[src/rtl/traffic_pkg.sv]
// traffic_pkg: shared state encoding, lamp codes and default phase durations
package traffic_pkg;
  typedef enum logic [2:0] {
    NS_GRN   = 3'd0,
    NS_YEL   = 3'd1,
    RED_A    = 3'd2,
    PED_WALK = 3'd3,
    EW_GRN   = 3'd4,
    EW_YEL   = 3'd5,
    RED_B    = 3'd6
  } state_t;
  localparam logic [2:0] RED = 3'b100;
  localparam logic [2:0] YEL = 3'b010;
  localparam logic [2:0] GRN = 3'b001;
  localparam int D_NS_MIN = 8;
  localparam int D_EW_GRN = 6;
  localparam int D_YEL    = 3;
  localparam int D_RED    = 1;
  localparam int D_WALK   = 5;
endpackage

[src/rtl/phase_timer.sv]
// phase_timer: 4-bit tick-enabled down counter with load and zero flag
module phase_timer #(
  parameter logic [3:0] RST_VAL = 4'd0
) (
  input  logic       clk,
  input  logic       reset,
  input  logic       tick,
  input  logic       load,
  input  logic [3:0] load_val,
  output logic       zero
);
  logic [3:0] cnt;
  // load wins; otherwise count down once per tick, parking at zero
  always_ff @(posedge clk or posedge reset)
    if (reset) cnt <= RST_VAL;
    else if (load) cnt <= load_val;
    else if (tick && cnt != 4'd0) cnt <= cnt - 4'd1;
  assign zero = cnt == 4'd0;
endmodule

[src/rtl/traffic_ctrl.sv]
// traffic_ctrl: two-road intersection controller with pedestrian phase
module traffic_ctrl
  import traffic_pkg::*;
#(
  parameter int T_NS_MIN = D_NS_MIN,
  parameter int T_EW_GRN = D_EW_GRN,
  parameter int T_YEL    = D_YEL,
  parameter int T_RED    = D_RED,
  parameter int T_WALK   = D_WALK
) (
  input  logic       clk,
  input  logic       reset,
  input  logic       tick,
  input  logic       ew_sensor,
  input  logic       ped_req,
  output logic [2:0] ns_light,
  output logic [2:0] ew_light,
  output logic       walk,
  output logic       ped_wait,
  output logic [2:0] state_o
);
  localparam logic [3:0] L_NS  = 4'(T_NS_MIN - 1);
  localparam logic [3:0] L_EW  = 4'(T_EW_GRN - 1);
  localparam logic [3:0] L_YEL = 4'(T_YEL - 1);
  localparam logic [3:0] L_RED = 4'(T_RED - 1);
  localparam logic [3:0] L_WLK = 4'(T_WALK - 1);
  state_t state, state_next;
  logic zero, adv, entry, ew_pend, ped_pend;
  logic [3:0] load_val;
  assign adv   = tick & zero;
  assign entry = state_next != state;
  phase_timer #(.RST_VAL(L_NS)) u_timer (
    .clk(clk), .reset(reset), .tick(tick), .load(entry), .load_val(load_val), .zero(zero)
  );
  // state register
  always_ff @(posedge clk or posedge reset)
    if (reset) state <= NS_GRN;
    else state <= state_next;
  // next state: leave a phase only on a tick with the timer expired; stray codes go to all-red
  always_comb begin
    state_next = state;
    case (state)
      NS_GRN:   state_next = (adv && (ew_pend || ped_pend)) ? NS_YEL : NS_GRN;
      NS_YEL:   state_next = adv ? RED_A : NS_YEL;
      RED_A:    state_next = adv ? (ped_pend ? PED_WALK : EW_GRN) : RED_A;
      PED_WALK: state_next = adv ? (ew_pend ? EW_GRN : NS_GRN) : PED_WALK;
      EW_GRN:   state_next = adv ? EW_YEL : EW_GRN;
      EW_YEL:   state_next = adv ? RED_B : EW_YEL;
      RED_B:    state_next = adv ? NS_GRN : RED_B;
      default:  state_next = RED_B;
    endcase
  end
  // duration-1 of the phase being entered
  always_comb
    load_val = state_next == NS_GRN   ? L_NS  :
               state_next == EW_GRN   ? L_EW  :
               state_next == PED_WALK ? L_WLK :
               (state_next == NS_YEL || state_next == EW_YEL) ? L_YEL : L_RED;
  // request latches: served phase entry clears, beating a same-cycle set
  always_ff @(posedge clk or posedge reset)
    if (reset) begin
      ew_pend  <= 1'b0;
      ped_pend <= 1'b0;
    end else begin
      ew_pend  <= (entry && state_next == EW_GRN)   ? 1'b0 : ew_pend | ew_sensor;
      ped_pend <= (entry && state_next == PED_WALK) ? 1'b0 : ped_pend | ped_req;
    end
  // Moore lamp decode from registered state
  always_comb begin
    ns_light = state == NS_GRN ? GRN : state == NS_YEL ? YEL : RED;
    ew_light = state == EW_GRN ? GRN : state == EW_YEL ? YEL : RED;
    walk     = state == PED_WALK;
    ped_wait = ped_pend;
    state_o  = state;
  end
endmodule

[config.mk]
export PLATFORM = sky130hd
export DESIGN_NAME = traffic_ctrl
export DESIGN_NICKNAME = d
export VERILOG_FILES = /design/src/rtl/traffic_pkg.sv /design/src/rtl/phase_timer.sv /design/src/rtl/traffic_ctrl.sv
export SDC_FILE = /design/constraint.sdc
export NUM_CORES = 1
export LEC_CHECK = 0
export BUFFER_PORTS_ARGS = -buffer_cell sky130_fd_sc_hd__buf_2
export CAP_MARGIN = 20
export CORE_AREA = 4 4 41 43
export DETAILED_ROUTE_END_ITERATION = 10
export DIE_AREA = 0 0 45 47
export PLACE_DENSITY = 0.73
export SETUP_SLACK_MARGIN = 0.02
export SYNTH_ARGS = -nofsm -noshare
export SYNTH_HDL_FRONTEND = slang
export SYNTH_SLANG_ARGS = --single-unit
[constraint.sdc]
create_clock -name clk -period 2.2 [get_ports clk]
set_clock_uncertainty 0.2 [all_clocks]
set_input_delay 0.11 -clock clk [delete_from_list [all_inputs] [get_ports clk]]
set_output_delay 0.11 -clock clk [all_outputs]
set_load 0.02 [all_outputs]
==> results.json <==
{
  "worst_pin_slew_ns": 0.383,
  "cts_sinks": 9,
  "synth_ff_type": "dfrtp_1",
  "ir_worst_vdd_uv": 613,
  "finalSetupTns_ns": 0,
  "antenna_left": 0,
  "avgSynthCellArea_um2": 8.35,
  "io_pins": 16,
  "slowest_delay_ns": 0.53,
  "yosysTopAreaCellShare": 0.233,
  "r2r_start": "u_timer.cnt[0]",
  "post-route-period-util": 0.877,
  "worstSetupPathType": "reg -> reg",
  "path_clk_slew_ns": 0.07,
  "hold_depth": 4,
  "hp-class": "in -> reg",
  "rr_worst_depth": 6,
  "placed_cell_area_um2": 739,
  "synth_edf_count": 0,
  "final-setup-viol-count": 0,
  "clock_latency_ns": 0.28,
  "synth_compound_area_frac": 0.183,
  "clock.fmax_ghz": 0.518,
  "syn_area_um2": 643,
  "cts_hold_buf": 3,
  "routedWlPerCell_um": 13.5,
  "area_growth_pct": 23.9,
  "cp_slowest_cell": "dfstp_2",
  "htree_levels": 1,
  "rrSetupSlack_ns": 0.27,
  "grt_antenna_before_repair": 0,
  "worstPathRequired_ns": 2.21,
  "crit_cells": 6,
  "gp_congestion": 0.851,
  "cts_made_buffers": 3,
  "cp_cell_sequence": "inv_1 > ha_1 > and4bb_2 > nand2_1 > nand3_1 > mux2i_1",
  "ys_ff_latch": 9,
  "p_per_area_nw_per_um2": 1390,
  "arrival_ns": 1.94,
  "die_y_um": 47,
  "cts_tree": "done",
  "timing.final.crit_period_ns": 1.93,
  "rr_endpoint": "u_timer.cnt[1]",
  "relSlewSlack": 0.745,
  "antenna_cells": 0,
  "yosysTopAreaCell": "dfrtp_1",
  "start_kind": "flop",
  "clk_path_buf_depth": 2,
  "viasPerCell": 5.57,
  "chipWidth_um": 45,
  "vias": 629,
  "first_pass_iters": 4,
  "synth_fa_ha_area_frac": 0.0389,
  "cp-startpoint": "u_timer.cnt[0]",
  "endpoint_kind": "flop",
  "grt_pass1_wl_um": 2460,
  "grt-ovfl-total": 0,
  "rsz0062_at_grt": "false",
  "synth_nets": 84,
  "yosys.area_share.simple": 0.319,
  "dpl.hpwl_um": 1120,
  "cp_top_family": "simple AND/OR/NAND/NOR gates",
  "synthDistinctLibCells": 36,
  "finalPower_mw": 1.11,
  "hold_viol_final": 0,
  "cts_resized": 0,
  "path_buf_inv": 1,
  "p_leak_nw": 0.363,
  "holdCritStartpoint": "tick",
  "synth_xor_area_frac": 0.0272,
  "drt_iter0_drc": 11,
  "fillCellCount": 129,
  "wl_um": 1530,
  "grt.total_usage": 0.166,
  "portBuffers": 15,
  "cts_setup_buffers": 0,
  "ys_async_sr_fraction": 1.00,
  "drc": 0,
  "grt_pass1_vias": 574,
  "root_buffer": "clkbuf_4",
  "fp-row-count": 13,
  "synth_top_family_by_area": "simple AND/OR/NAND/NOR gates",
  "hold_end": "u_timer.cnt[3]",
  "ys_seq_area_frac": 0.356,
  "die_area_um2": 2120,
  "slew_viol_final": 0,
  "worstPathMaxFanout": 7,
  "drive_gt1_frac": 0.296,
  "yosysWarnings": 0,
  "coreArea_um2": 1300,
  "preCtsSetupSlack_ns": 0.289,
  "ys_top_cells_by_count": "nor2_1, nand2_1, dfrtp_1, a21oi_1, inv_1",
  "setup_slack_ns": 0.270,
  "syn_inst": 77,
  "final_nets": 106,
  "grt_max_degree": 17,
  "fin_util": 0.613,
  "initial_core_util": 0.494,
  "yosysMostFrequentCell": "nor2_1",
  "synthMuxAreaShare": 0.0331,
  "yosys-top-cells-area": "dfrtp_1, dfstp_2, nor2_1, nand2_1, a21oi_1",
  "status": "complete, no violations",
  "post-route-cell-area_um2": 797,
  "drv_cap": 0
}
## layout by cell type (no fill, tap or decap), types with 2 or more instances in the layout
cell,Yosys,routed
a21oi_1,5,5
a31o_1,2,2
buf_2,1,15
buf_4,0,2
clkbuf_4,0,3
dfrtp_1,6,6
dfstp_2,3,3
dlygate4sd3_1,0,3
ha_1,2,2
inv_1,4,4
nand2_1,7,7
nand2b_1,2,2
nand3_1,3,3
nand4_1,2,2
nor2_1,13,13
nor3_1,3,3
## tightest hold or removal path, stage by stage
cell	delay (ns)
buf_2	0.13
nand3_1	0.08
xor2_1	0.07
nor2_1	0.08
## through the flow
| step | cells | hold WS, ns |
|---|---|---|
| 6_report | 113 | 0.0277 |
| 5_1_grt | 113 | 0.0491 |
| 4_1_cts | 113 | 0.0327 |
| 3_5_place_dp | 106 | -0.109 |
| 3_3_place_gp | 106 | -0.116 |
| 2_1_floorplan | 77 | -0.264 |
## flip-flops by register name, summed over array words and instances, names as in the netlist
name,cells
u_timer.cnt,4
state_o,3
ew_pend,1
ped_wait,1
## cell families after synthesis
| family | count (synthesis) |
|---|---|
| and+or+nand+nor | 38 |
| AOI/OAI and AO/OA | 17 |
| DFF | 9 |
| buffers and inverters | 7 |
| xor gates and xnor gates | 2 |
| muxes | 2 |
| adders and majority gates | 2 |
## layout make-up
| cell class | count | area, µm² | area share |
|---|---|---|---|
| Multi-Input combinational cell | 61 | 387 | 0.485 |
| Sequential cell | 9 | 229 | 0.287 |
| Timing Repair Buffer | 20 | 120 | 0.151 |
| Clock buffer | 3 | 22.5 | 0.0283 |
| Tap cell | 15 | 18.8 | 0.0235 |
| Inverter | 4 | 15.0 | 0.0188 |
| Clock inverter | 1 | 5.00 | 0.00628 |
## report_power, final
group / internal, mW / leakage, nW / total, mW / switching [mW]
Sequential: 0.247 / 0.0979 / 0.320 / 0.0733
Combinational: 0.278 / 0.248 / 0.648 / 0.371
Clock: 0.0676 / 0.0177 / 0.143 / 0.0750
Total: 0.592 / 0.363 / 1.11 / 0.519
## routing by layer
metal	track usage	wire (µm)
met1	0.209	681
met2	0.268	745
met3	0.0345	70
met4	0.0877	29
met5	0	0
## worst max-delay path by stage
| stage | slack, ns | endpoint |
|---|---|---|
| 6_report | 0.27 | u_timer.cnt[1] |
| 5_1_grt | 0.13 | u_timer.cnt[1] |
| 4_1_cts | 0.28 | u_timer.cnt[1] |
| 3_5_place_dp | 0.29 | u_timer.cnt[1] |
| 3_3_place_gp | 0.33 | u_timer.cnt[2] |
| 2_1_floorplan | 0.37 | u_timer.cnt[2] |
Power figures use the tool's default switching activity.
